## src/rtl/dcsk_tx_scheduler.sv

```systemverilog
// rtl/dcsk_tx_scheduler.sv - queued word scheduler driving the DCSK transmitter
// Buffers {msg, sf} words, applies seed loads from idle, paces sends with a timeout and gap.
module dcsk_tx_scheduler #(
    parameter int DEPTH    = 8,
    parameter int SEED_W   = 32,
    parameter int MIN_GAP  = 1,
    parameter int START_TO = 16,
    parameter int CNT_W    = 16,
    localparam int LVL_W   = $clog2(DEPTH + 1)
) (
    input  logic              i_clk,
    input  logic              i_arst_n,
    input  logic              i_wr_en,
    input  logic [31:0]       i_wr_msg,
    input  logic [1:0]        i_wr_sf,
    output logic              o_full,
    output logic [LVL_W-1:0]  o_level,
    output logic              o_overflow,
    input  logic              i_seed_req,
    input  logic [SEED_W-1:0] i_seed,
    output logic [SEED_W-1:0] o_tx_seed,
    output logic              o_tx_load_seed,
    output logic              o_tx_send,
    output logic [31:0]       o_tx_msg,
    output logic [1:0]        o_tx_sf,
    input  logic              i_tx_is_sending,
    output logic              o_busy,
    output logic              o_timeout,
    output logic [CNT_W-1:0]  o_sent_cnt,
    output logic [CNT_W-1:0]  o_drop_cnt
);

    localparam int PTR_W = $clog2(DEPTH);
    localparam int TO_W  = (START_TO > 1) ? $clog2(START_TO) : 1;
    localparam int GAP_W = (MIN_GAP > 1) ? $clog2(MIN_GAP) : 1;
    localparam logic [TO_W-1:0]  TO_LAST  = TO_W'(START_TO - 1);
    localparam logic [GAP_W-1:0] GAP_LAST = GAP_W'((MIN_GAP > 0) ? MIN_GAP - 1 : 0);

    typedef enum logic [2:0] {IDLE, SEED, ISSUE, WAIT_START, WAIT_DONE, GAP} state_t;
    localparam state_t AFTER_WORD = (MIN_GAP == 0) ? IDLE : GAP;

    state_t state, state_nx;

    logic [31:0]      mem_msg [DEPTH];
    logic [1:0]       mem_sf  [DEPTH];
    logic [PTR_W-1:0] wr_ptr, rd_ptr;
    logic             push, pop, empty;
    logic             seed_pend;
    logic [TO_W-1:0]  wait_cnt;
    logic [GAP_W-1:0] gap_cnt;
    logic             word_done;

    assign empty      = (o_level == '0);
    assign push       = i_wr_en && !o_full;
    assign o_overflow = i_wr_en && o_full;
    // Head is captured on the IDLE->ISSUE edge so msg/sf are valid alongside the send pulse.
    assign pop        = (state == IDLE) && (state_nx == ISSUE);
    assign o_busy     = (state != IDLE) || !empty;

    always_ff @(posedge i_clk) begin
        if (push) begin
            mem_msg[wr_ptr] <= i_wr_msg;
            mem_sf[wr_ptr]  <= i_wr_sf;
        end
    end

    always_ff @(posedge i_clk or negedge i_arst_n) begin
        if (!i_arst_n) begin
            wr_ptr  <= '0;
            rd_ptr  <= '0;
            o_level <= '0;
            o_full  <= 1'b0;
        end else begin
            if (push) wr_ptr <= wr_ptr + 1'b1;
            if (pop)  rd_ptr <= rd_ptr + 1'b1;
            if (push && !pop) begin
                o_level <= o_level + 1'b1;
                o_full  <= (o_level == LVL_W'(DEPTH - 1));
            end else if (pop && !push) begin
                o_level <= o_level - 1'b1;
                o_full  <= 1'b0;
            end
        end
    end

    // A request landing in the SEED cycle keeps the flag set so the newer seed is loaded too.
    always_ff @(posedge i_clk or negedge i_arst_n) begin
        if (!i_arst_n) begin
            o_tx_seed <= '0;
            seed_pend <= 1'b0;
        end else if (i_seed_req) begin
            o_tx_seed <= i_seed;
            seed_pend <= 1'b1;
        end else if (state == SEED) begin
            seed_pend <= 1'b0;
        end
    end

    always_ff @(posedge i_clk or negedge i_arst_n) begin
        if (!i_arst_n) state <= IDLE;
        else           state <= state_nx;
    end

    // Entering SEED waits out a same-cycle request so o_tx_seed is settled before the load.
    always_comb begin
        state_nx = state;
        case (state)
            IDLE: begin
                if (seed_pend || i_seed_req) begin
                    if (!i_seed_req) state_nx = SEED;
                end else if (!empty) begin
                    state_nx = ISSUE;
                end
            end
            SEED:       state_nx = IDLE;
            ISSUE:      state_nx = WAIT_START;
            WAIT_START: begin
                if (i_tx_is_sending)          state_nx = WAIT_DONE;
                else if (wait_cnt == TO_LAST) state_nx = AFTER_WORD;
            end
            WAIT_DONE:  if (!i_tx_is_sending) state_nx = AFTER_WORD;
            GAP:        if (gap_cnt == GAP_LAST) state_nx = IDLE;
            default:    state_nx = IDLE;
        endcase
    end

    always_comb begin
        o_tx_load_seed = 1'b0;
        o_tx_send      = 1'b0;
        o_timeout      = 1'b0;
        word_done      = 1'b0;
        case (state)
            SEED:       o_tx_load_seed = 1'b1;
            ISSUE:      o_tx_send      = 1'b1;
            WAIT_START: o_timeout      = !i_tx_is_sending && (wait_cnt == TO_LAST);
            WAIT_DONE:  word_done      = !i_tx_is_sending;
            default:    ;
        endcase
    end

    always_ff @(posedge i_clk or negedge i_arst_n) begin
        if (!i_arst_n) begin
            o_tx_msg   <= '0;
            o_tx_sf    <= '0;
            wait_cnt   <= '0;
            gap_cnt    <= '0;
            o_sent_cnt <= '0;
            o_drop_cnt <= '0;
        end else begin
            if (pop) begin
                o_tx_msg <= mem_msg[rd_ptr];
                o_tx_sf  <= mem_sf[rd_ptr];
            end
            wait_cnt <= (state == WAIT_START) ? wait_cnt + 1'b1 : '0;
            gap_cnt  <= (state == GAP) ? gap_cnt + 1'b1 : '0;
            if (word_done) o_sent_cnt <= o_sent_cnt + 1'b1;
            if (o_timeout) o_drop_cnt <= o_drop_cnt + 1'b1;
        end
    end

endmodule
```

## config.mk

```make
export PLATFORM = sky130hd
export DESIGN_NAME = dcsk_tx_scheduler
export DESIGN_NICKNAME = d
export VERILOG_FILES = /design/src/rtl/dcsk_tx_scheduler.sv
export SDC_FILE = /design/constraint.sdc
export NUM_CORES = 1
export LEC_CHECK = 0
export CAP_MARGIN = 25
export CORE_UTILIZATION = 50
export CTS_CLUSTER_DIAMETER = 50
export DETAILED_ROUTE_END_ITERATION = 10
export PLACE_DENSITY = 0.87
export SYNTH_ARGS = -nofsm -noshare
export SYNTH_HDL_FRONTEND = slang
export SYNTH_SLANG_ARGS = --single-unit
```

## constraint.sdc

```tcl
create_clock -name i_clk -period 3.87 [get_ports i_clk]
set_input_delay 0.387 -clock i_clk [delete_from_list [all_inputs] [get_ports i_clk]]
set_output_delay 0.387 -clock i_clk [all_outputs]
set_load 0.02 [all_outputs]
```

==> reports/results.tsv, run 1 <==
stage	metric	value	unit
placed_design	Area after DPL	0.0173	mm2
sta	final hold vios	0	
layout	P&R area growth vs syn	24.8	%
outcome	run status	finished, final reports clean	
logic_synthesis	Synth Register Bits	390	
clock_tree	H-Tree Depth	2	
logic_synthesis	synthesis warning total	0	
global_route	initial antenna violation count	2	
layout	Final Net Count	1081	
critical_path	CP Capture Type	output port	
pwr	Int Pwr	9160	uW
global_route	vias in the first global route	8218	
die	Initial Utilization	50.7	%
sta	Achievable Freq	347	MHz
sta	slew margin rel.	33.9	%
sta	Tightest Pin Transition	991	ps
sta	Final TNS setup	0	ps
drt	first-pass detailed-route iteration total	5	
pwr	Clock Power Share	30.8	%
global_route	GRT Total Usage	21.3	%
drt	vias per std cell	5.57	
drt	WL final	31500	um
logic_synthesis	Post-synth ARST share	30.3	%
global_route	total grt overflow	0	
clock_tree	Clock Tree Root	clkbuf_16	
critical_path	crit-path cells	nand3b_2 -> nor3b_2 -> clkdlybuf4s50_1	
clock_tree	CTS Buf Count	41	
logic_synthesis	mapped cell area	0.0150	mm2
placed_design	PortBufs	178	
placed_design	gpl congestion	0.765	
critical_path	worst reg-to-reg setup slack	1000	ps
critical_path	Largest stage delay, worst path	690	ps
die	core area	0.0296	mm2
pwr	switching share of power	28.9	%
global_route	largest net degree at the start of global routing	86	
pwr	LEAKAGE	0.00672	uW
clock_tree	Clk pin slew, worst setup/hold paths	60	ps
placed_design	pre-CTS WS	671	ps
critical_path	Critical Path RT	3480	ps
clock_tree	CTS tree	done	
clock_tree	post_cts resized	0	
die	FP Rows	63	
sta	final setup fails	0	
logic_synthesis	synth unique cells	44	
die	Die Area	0.0307	mm2
drt	wire per inst	22.1	um
critical_path	Critical-path top delay cell	clkdlybuf4s50_1	
clock_tree	postcts setup bufs	0	
pwr	Worst VDD drop	0.506	mV
die	Die X	175	um
logic_synthesis	Post-synth EDFFs	272	
die	Die Ht	175	um
critical_path	Setup Crit Path Kind	flop to output port	
logic_synthesis	Mapped Avg Cell Area	18.8	um2
logic_synthesis	post-synthesis sequential area ratio	74.2	%
clock_tree	clock sinks	390	
pwr	Psw	3730	uW
sta	fin crit period	2880	ps
placed_design	hpwl dp	18700	um
sta	setup slack after layout	989	ps
pwr	Power Density	689	mW/mm2
layout	ratio of cells with drive above 1 in the final layout	20.2	%
critical_path	worst r2r dst	o_level[3]	
global_route	first-pass GRT wire length	48900	um
sta	RSZ-0062 raised after global routing	false	
sta	Setup Skew	19.3	ps
logic_synthesis	Primary FF master, synth	edfxtp_1	
clock_tree	Skew-Pair Late Insertion Delay	530	ps
critical_path	CP Data Arrival Time	2490	ps
sta	crit share post-route	74.4	%
drt	Post-route DRC	0	
drt	Post-DRT Antenna Nets	0	
layout	final non-filler cell area	0.0187	mm2
die	IO Pins	179	
pwr	Flop pwr share	45.2	%
pwr	Comb power frac	24.0	%
sta	max-slew violation count	0	
critical_path	Critical Path Start	state[2]	
drt	Vias	7935	
critical_path	worst r2r src	state[0]	
logic_synthesis	Post-Synthesis Cells	797	
clock_tree	clock tree buffer depth	3	
job	max cap viols	0	
logic_synthesis	syn nets	877	
hold_path	worst min path class	primary input to asynchronous set/reset pin	
critical_path	Worst Path Max Fanout	10	
critical_path	crit path launch type	flop	
drt	Initial DRC Count	671	
critical_path	worst reg2reg path depth	8	
[cells by family after synthesis]
| kind of cell | after synthesis | share of synthesized area, % |
|---|---|---|
| xor gates and xnor gates | 38 | 2.22 |
| muxes | 139 | 15.3 |
| and+or+nand+nor | 130 | 4.47 |
| adders and majority gates | 9 | 0.802 |
| AOI/OAI and AO/OA | 48 | 1.71 |
| DFF | 390 | 74.2 |
| buffers and inverters | 43 | 1.32 |
[through the flow]
step | hold slack (ps) | utilization (%) | std cells | power, uW
floorplan | 91.4 | - | 797 | 7720
global placement | 447 | 58.5 | 1347 | 8850
detailed placement | 462 | 58.5 | 1347 | 8980
CTS | 459 | 63.3 | 1424 | 13000
global route | 463 | 63.3 | 1425 | 13400
finish | 471 | 63.3 | 1425 | 12900
[synth_stat cells, drive strengths merged (2+ instances only)]
master	number	area, um2
and4	3	26.3
or4b	2	20.0
nor4	4	25.0
nand3b	2	18.8
ha	8	100
mux2i	35	350
mux4	68	1530
nor3	10	72.6
nand2b	5	31.3
a21oi	2	10.0
clkbuf	19	72.6
nor3b	3	27.5
inv	6	22.5
nand2	56	210
and3	5	31.3
o21ai	40	200
xnor2	27	236
o31ai	2	15.0
dfrtp	118	2950
nand4	9	56.3
xor2	11	96.3
nand3	10	50.1
edfxtp	272	8170
nand4b	2	17.5
nor2	15	56.3
mux2	36	405
buf	18	103
[worst max-delay path by stage]
stage / endpoint / slack, ps / cells after the start
floorplan: mem_msg[0][0] / 120 / 4
global placement: mem_msg[3][6] / 800 / 5
detailed placement: o_level[3] / 670 / 8
CTS: o_timeout / 960 / 3
global route: o_level[3] / 800 / 8
finish: o_timeout / 990 / 3
[layout make-up]
cell class                      instances  area, um2
Sequential cell                       390      11100
Timing Repair Buffer                  198       1940
Clock inverter                         20        203
Tap cell                              390        488
Clock buffer                           56       1190
Antenna cell                            1       2.50
Inverter                                6       22.5
Multi-Input combinational cell        364       3720
Fill cell                            2033      10900
[critical path, delay by kind of cell, from the launching register on]
kind                   cells  cell delay [ps]
buffers and inverters      1              690
flip-flops                 1              440
AND/OR/NAND/NOR            2              840
[power by group through the flow]
| stage | Combinational [uW] | Clock [uW] | Sequential [uW] |
|---|---|---|---|
| after floorplan | 1930 | 0 | 5790 |
| after global placement | 3020 | 0 | 5840 |
| after detailed placement | 3080 | 0 | 5900 |
| after CTS | 3130 | 4030 | 5840 |
| after global routing | 3320 | 4200 | 5920 |
| final | 3090 | 3970 | 5830 |
[flip-flops by register name, summed over array words and instances, names as in the netlist, 2 cells and up]
signal / cells
wait_cnt: 4
mem_sf: 16
o_drop_cnt: 16
o_level: 4
o_tx_seed: 32
state: 3
wr_ptr: 3
rd_ptr: 3
o_tx_msg: 32
o_sent_cnt: 16
o_tx_sf: 2
mem_msg: 256
[per-layer routing]
layer / GRT usage [%] / routed length (um) / vias up / share of wire [%]
met5: 0 / 13 / - / 0.041
met4: 6.16 / 710 / 2 / 2.3
met3: 4.24 / 2230 / 57 / 7.1
met2: 36.3 / 16100 / 347 / 51
met1: 27.7 / 12500 / 4018 / 40
li1: - / - / 3511 / -
[timing repair]
item                                    in CTS  in global routing
hold buffers                                 1                  0
endpoints found under the setup margin       0                  0
hold endpoints to repair                    84                  0
[cells in the final DEF, fill, tap and decap left out, types with 9 or more instances in the layout]
| cell | n |
|---|---|
| edfxtp_1 | 272 |
| clkdlybuf4s50_1 | 177 |
| dfrtp_1 | 115 |
| mux4_2 | 68 |
| nand2_1 | 56 |
| clkbuf_16 | 43 |
| o21ai_0 | 38 |
| mux2_2 | 36 |
| mux2i_1 | 35 |
| xnor2_1 | 27 |
| buf_4 | 19 |
| xor2_1 | 11 |
| nand3_1 | 10 |
| nor2_1 | 9 |
| nand4_1 | 9 |
No activity file was read; power rests on OpenSTA's default activity.
==> run 2: changes to the inputs <==
clock period = 2.4 ns   (was 3.87 ns; I/O delays follow)
==> run 2 against run 1 <==
Die area is the same; hold slack lost 360 ps; clock skew grew 12 ps; final cell count grew 1.8%; first-iteration DRC count shrank 16%; critical path type unchanged; critical endpoint is now o_tx_send; largest power group unchanged.
==> reports/results.tsv, run 2 (synthesized netlist as in run 1, its figures left out) <==
stage	metric	value	unit
sta	final setup fails	0	
critical_path	Worst Path Max Fanout	7	
hold_path	worst min path class	primary input to asynchronous set/reset pin	
drt	vias per std cell	5.56	
global_route	GRT Total Usage	21.0	%
sta	RSZ-0062 raised after global routing	true	
layout	final non-filler cell area	0.0191	mm2
pwr	LEAKAGE	0.00688	uW
layout	Biggest register	mem_msg	
drt	Post-DRT Antenna Nets	0	
critical_path	worst setup path end	o_tx_send	
critical_path	CP Capture Type	output port	
critical_path	Critical Path RT	2160	ps
drt	met1 WL	13000	um
critical_path	crit path launch type	flop	
layout	top flop regs	mem_msg: 256 flops, o_tx_msg: 32 flops, o_tx_seed: 32 flops	
die	Die Area	0.0307	mm2
layout	Largest register FFs	256	
drt	first-pass detailed-route iteration total	5	
sta	slew margin rel.	46.7	%
critical_path	crit-path cells	buf_4 -> nor3b_1 -> clkdlybuf4s50_1	
critical_path	worst r2r dst	o_level[3]	
sta	Tightest Pin Transition	800	ps
critical_path	Setup Crit Path Kind	flop to output port	
global_route	first-pass GRT wire length	48500	um
pwr	Worst VDD drop	0.793	mV
drt	Initial DRC Count	565	
layout	P&R area growth vs syn	27.2	%
global_route	largest net degree at the start of global routing	73	
placed_design	hpwl dp	19100	um
job	max cap viols	0	
critical_path	Critical Path Start	state[2]	
critical_path	CP Buf/Inv Count	2	
clock_tree	H-Tree Depth	2	
sta	Setup Skew	30.9	ps
sta	Achievable Freq	425	MHz
critical_path	Largest stage delay, worst path	670	ps
pwr	Overall Power	20900	uW
drt	Post-route DRC	0	
sta	fin crit period	2350	ps
die	FP Rows	63	
die	Initial Utilization	50.7	%
clock_tree	clock sinks	390	
die	Die X	175	um
pwr	Power Density	1100	mW/mm2
layout	ratio of cells with drive above 1 in the final layout	22.0	%
critical_path	worst r2r src	state[1]	
die	Die Ht	175	um
drt	wire per inst	21.7	um
layout	Final Net Count	1108	
global_route	total grt overflow	0	
clock_tree	CTS Buf Count	41	
global_route	initial antenna violation count	2	
drt	met3 wire len	2170	um
critical_path	kind of cell adding the most delay to the critical path	buffers and inverters	
placed_design	Area after DPL	0.0177	mm2
clock_tree	clock tree buffer depth	3	
die	IO Pins	179	
global_route	vias in the first global route	8488	
drt	WL final	31400	um
layout	commonest non-fill, non-tap cell in the layout	edfxtp_1	
critical_path	CP Data Arrival Time	2110	ps
clock_tree	CTS tree	done	
critical_path	Critical-path top delay cell	clkdlybuf4s50_1	
sta	final hold vios	0	
layout	most frequent cells in the layout	272 x edfxtp_1, 176 x clkdlybuf4s50_1, 114 x dfrtp_1	
placed_design	gpl congestion	0.798	
clock_tree	Skew-Pair Late Insertion Delay	550	ps
critical_path	worst reg2reg path depth	8	
drt	highest routed layer	met5	
sta	crit share post-route	98.1	%
drt	metal2 WL	15500	um
layout	final core occ	64.5	%
critical_path	Crit. path cell count	3	
die	core area	0.0296	mm2
clock_tree	Clock Tree Root	clkbuf_16	
drt	Vias	8068	
outcome	run status	finished, final reports clean	
critical_path	worst reg-to-reg setup slack	50	ps
sta	max-slew violation count	0	
placed_design	PortBufs	178	
clock_tree	Clk pin slew, worst setup/hold paths	60	ps
-- run 2: cell types whose count changed in the layout (fill, tap and decap cells not counted), moves of 3 or more --
cell and change:
clkinvlp_4 -4, clkbuf_8 -5, clkbuf_1 +6, buf_12 +15, clkinv_1 +4, buf_4 +13
ha_4 +3, ha_1 -3
-- run 2: repair_timing --
action                     4_1_cts  5_1_grt
gates resized for setup          4        6
setup endpoints to repair        2        1
pin swaps                        1        3
buffers inserted                 0        1
hold buffers                     1        0
hold endpoints to repair       118        0
-- run 2: worst min-delay path by stage --
| stage | startpoint | end | cells past startpoint |
|---|---|---|---|
| 6_report | i_arst_n | o_drop_cnt[7] | 2 |
| 3_3_place_gp | i_arst_n | o_tx_seed[8] | 1 |
| 3_5_place_dp | i_arst_n | o_tx_seed[0] | 1 |
| 5_1_grt | i_arst_n | o_drop_cnt[7] | 2 |
| 2_1_floorplan | i_arst_n | gap_cnt | 0 |
| 4_1_cts | i_arst_n | o_drop_cnt[7] | 2 |
-- run 2: layout make-up --
class                           count  area [um2]
Clock inverter                     19         184
Sequential cell                   390       11100
Timing Repair Buffer              225        2320
Multi-Input combinational cell    364        3790
Inverter                            6        25.0
Fill cell                        1990       10500
Tap cell                          390         488
Antenna cell                        1        2.50
Clock buffer                       56        1120
-- run 2: per-stage QoR --
stage | TNS, ps | hold WS, ps | setup slack (ps) | instances
floorplan | -110410 | -55.6 | -439 | 797
global placement | -190 | 101 | -189 | 1373
detailed placement | -215 | 101 | -190 | 1373
CTS | 0 | 79.0 | 1.91 | 1449
global route | -48.7 | 124 | -48.7 | 1450
finish | 0 | 110 | 45.4 | 1451
-- run 2: report_power, final --
group | total [uW] | internal [uW] | switching (uW)
registers | 9120 | 8390 | 728
logic | 5710 | 2890 | 2810
clock network | 6070 | 3530 | 2540
-- run 2: per-layer routing --
metal / up-vias / GRT usage, %
met5: - / 0
met4: 2 / 7.17
met3: 64 / 4.77
met2: 313 / 35.1
met1: 4125 / 27.4
li1: 3564 / -
==> run 3: changes to the inputs <==
PLACE_DENSITY = 0.8   (was 0.87)
SETUP_SLACK_MARGIN = 0.4   (was default)
==> run 3 against run 2 <==
Via count decreased by 0.42%; critical path type is now flop to flop; die area unchanged; register-to-register slack about the same; critical endpoint is now o_level[3]; combinational power increased by 7.0%; sequential cell count unchanged.
==> reports/results.tsv, run 3 (synthesized netlist as in run 1, its figures left out) <==
stage	metric	value	unit
drt	wire per inst	20.8	um
hold_path	worst min path class	primary input to asynchronous set/reset pin	
drt	Initial DRC Count	518	
sta	fin crit period	2340	ps
critical_path	Top cell by count, worst path	ha_4	
pwr	Clock Power Share	29.3	%
layout	top flop regs	mem_msg: 256 flops, o_tx_msg: 32 flops, o_tx_seed: 32 flops	
clock_tree	clock sinks	390	
critical_path	CP Data Arrival Time	2730	ps
layout	Largest register FFs	256	
drt	WL final	30600	um
sta	crit share post-route	97.5	%
sta	final setup fails	0	
critical_path	worst reg-to-reg setup slack	60	ps
pwr	switching share of power	28.6	%
die	Die X	175	um
die	IO Pins	179	
pwr	Psw	6140	uW
layout	# fillers	1964	
sta	max-slew violation count	0	
layout	Biggest register	mem_msg	
clock_tree	clock tree buffer depth	3	
global_route	initial antenna violation count	1	
pwr	Power Density	1100	mW/mm2
pwr	Flop pwr share	42.2	%
critical_path	kind of cell adding the most delay to the critical path	simple AND/OR/NAND/NOR gates	
pwr	LEAKAGE	0.00710	uW
pwr	Int Pwr	15300	uW
critical_path	Critical-path top delay cell	or4b_4	
global_route	total grt overflow	0	
job	max cap viols	0	
placed_design	PortBufs	178	
critical_path	worst r2r src	state[0]	
sta	slew margin rel.	51.8	%
critical_path	Largest stage delay, worst path	520	ps
clock_tree	H-Tree Depth	2	
die	core area	0.0296	mm2
clock_tree	Skew-Pair Late Insertion Delay	530	ps
sta	Achievable Freq	427	MHz
global_route	first-pass GRT wire length	47700	um
layout	P&R area growth vs syn	29.6	%
clock_tree	Clock Tree Root	clkbuf_16	
clock_tree	CTS tree	done	
global_route	largest net degree at the start of global routing	73	
placed_design	Area after DPL	0.0179	mm2
die	Die Area	0.0307	mm2
critical_path	worst r2r dst	o_level[3]	
clock_tree	CTS Buf Count	41	
placed_design	gpl congestion	0.771	
drt	Vias	8034	
layout	commonest non-fill, non-tap cell in the layout	edfxtp_1	
critical_path	CP Capture Type	flop	
die	Initial Utilization	50.7	%
die	FP Rows	63	
critical_path	crit path launch type	flop	
pwr	Comb power frac	28.5	%
layout	final non-filler cell area	0.0194	mm2
critical_path	worst reg2reg path depth	9	
sta	Setup Skew	21.3	ps
drt	vias per std cell	5.47	
critical_path	Critical Path RT	2790	ps
critical_path	CP Buf/Inv Count	1	
drt	Post-route DRC	0	
die	Die Ht	175	um
critical_path	Worst Path Max Fanout	4	
global_route	GRT Total Usage	20.5	%
sta	Final TNS setup	0	ps
clock_tree	Clk pin slew, worst setup/hold paths	60	ps
pwr	Worst VDD drop	0.896	mV
global_route	vias in the first global route	8627	
sta	Tightest Pin Transition	723	ps
critical_path	crit-path cells	nor3_2 -> or4b_4 -> ha_4 -> inv_4 -> ha_4 -> a21o_1 -> a21oi_2 -> mux2i_1 -> o31ai_1	
sta	RSZ-0062 raised after global routing	true	
sta	final hold vios	0	
layout	most frequent cells in the layout	272 x edfxtp_1, 173 x clkdlybuf4s50_1, 112 x dfrtp_1	
outcome	run status	finished, final reports clean	
layout	Final Net Count	1128	
drt	Post-DRT Antenna Nets	0	
placed_design	hpwl dp	19300	um
critical_path	Setup Crit Path Kind	flop to flop	
layout	ratio of cells with drive above 1 in the final layout	25.5	%
drt	first-pass detailed-route iteration total	5	
-- run 3: cell types whose count changed in the layout (fill, tap and decap cells not counted), sizes merged --
cell,delta
buf,+21
clkbuf,-4
clkdlybuf4s50,-3
clkinv,+3
bufinv,+1
inv,+1
-- run 3: repair_timing --
action | in CTS | in global routing
pin swaps | 0 | 3
endpoints found under the setup margin | 42 | 24
buffers inserted | 6 | 4
gates resized for setup | 11 | 15
hold buffers | 1 | 0
endpoints found under the hold margin | 51 | 0
-- run 3: power groups by stage --
| stage | clock, uW | sequential, uW | combinational [uW] |
|---|---|---|---|
| after floorplan | 0 | 9330 | 3270 |
| after global placement | 0 | 9200 | 5670 |
| after detailed placement | 0 | 9270 | 5790 |
| after CTS | 6430 | 9090 | 6090 |
| after global routing | 6680 | 9160 | 6590 |
| final | 6290 | 9040 | 6110 |
-- run 3: worst max-delay path by stage --
| stage | startpoint | endpoint | slack, ps | depth (start not counted) |
|---|---|---|---|---|
| after detailed placement | i_seed_req | o_level[3] | -60 | 9 |
| after CTS | state[2] | o_level[3] | 110 | 9 |
| after global placement | i_seed_req | o_level[3] | -10 | 9 |
| after global routing | state[0] | o_level[3] | -40 | 9 |
| after floorplan | state[1] | o_level[3] | -90 | 12 |
| final | state[0] | o_level[3] | 60 | 9 |
-- run 3: metal layers --
layer	up-vias	wire [um]	global-route usage (%)	share of wire, %
met5	-	0	0	0
met4	0	774	6.67	2.5
met3	58	1970	4.05	6.4
met2	314	16000	35.9	52
met1	4048	11900	25.6	39
li1	3614	-	-	-
-- run 3: metrics by stage --
step | instances | hold WS [ps] | worst slack [ps] | utilization [%] | power [uW]
floorplan | 797 | -55.6 | -93.4 | - | 12600
global placement | 1384 | 267 | -10.3 | 60.4 | 14900
detailed placement | 1384 | 256 | -57.3 | 60.4 | 15100
CTS | 1465 | 282 | 113 | 65.5 | 21600
global route | 1470 | 301 | -43.6 | 65.7 | 22400
finish | 1470 | 272 | 59.9 | 65.7 | 21400
-- run 3: area by class of cell --
cell class | count | area, um2 | share of cell area (%)
clock buffers | 50 | 1150 | 5.91
multi-input cells | 364 | 3860 | 19.9
clock inverters | 24 | 214 | 1.10
well taps | 390 | 488 | 2.51
inverters | 6 | 25.0 | 0.129
repair buffers | 245 | 2540 | 13.1
diodes | 1 | 2.50 | 0.0129
flip-flops and latches | 390 | 11100 | 57.3
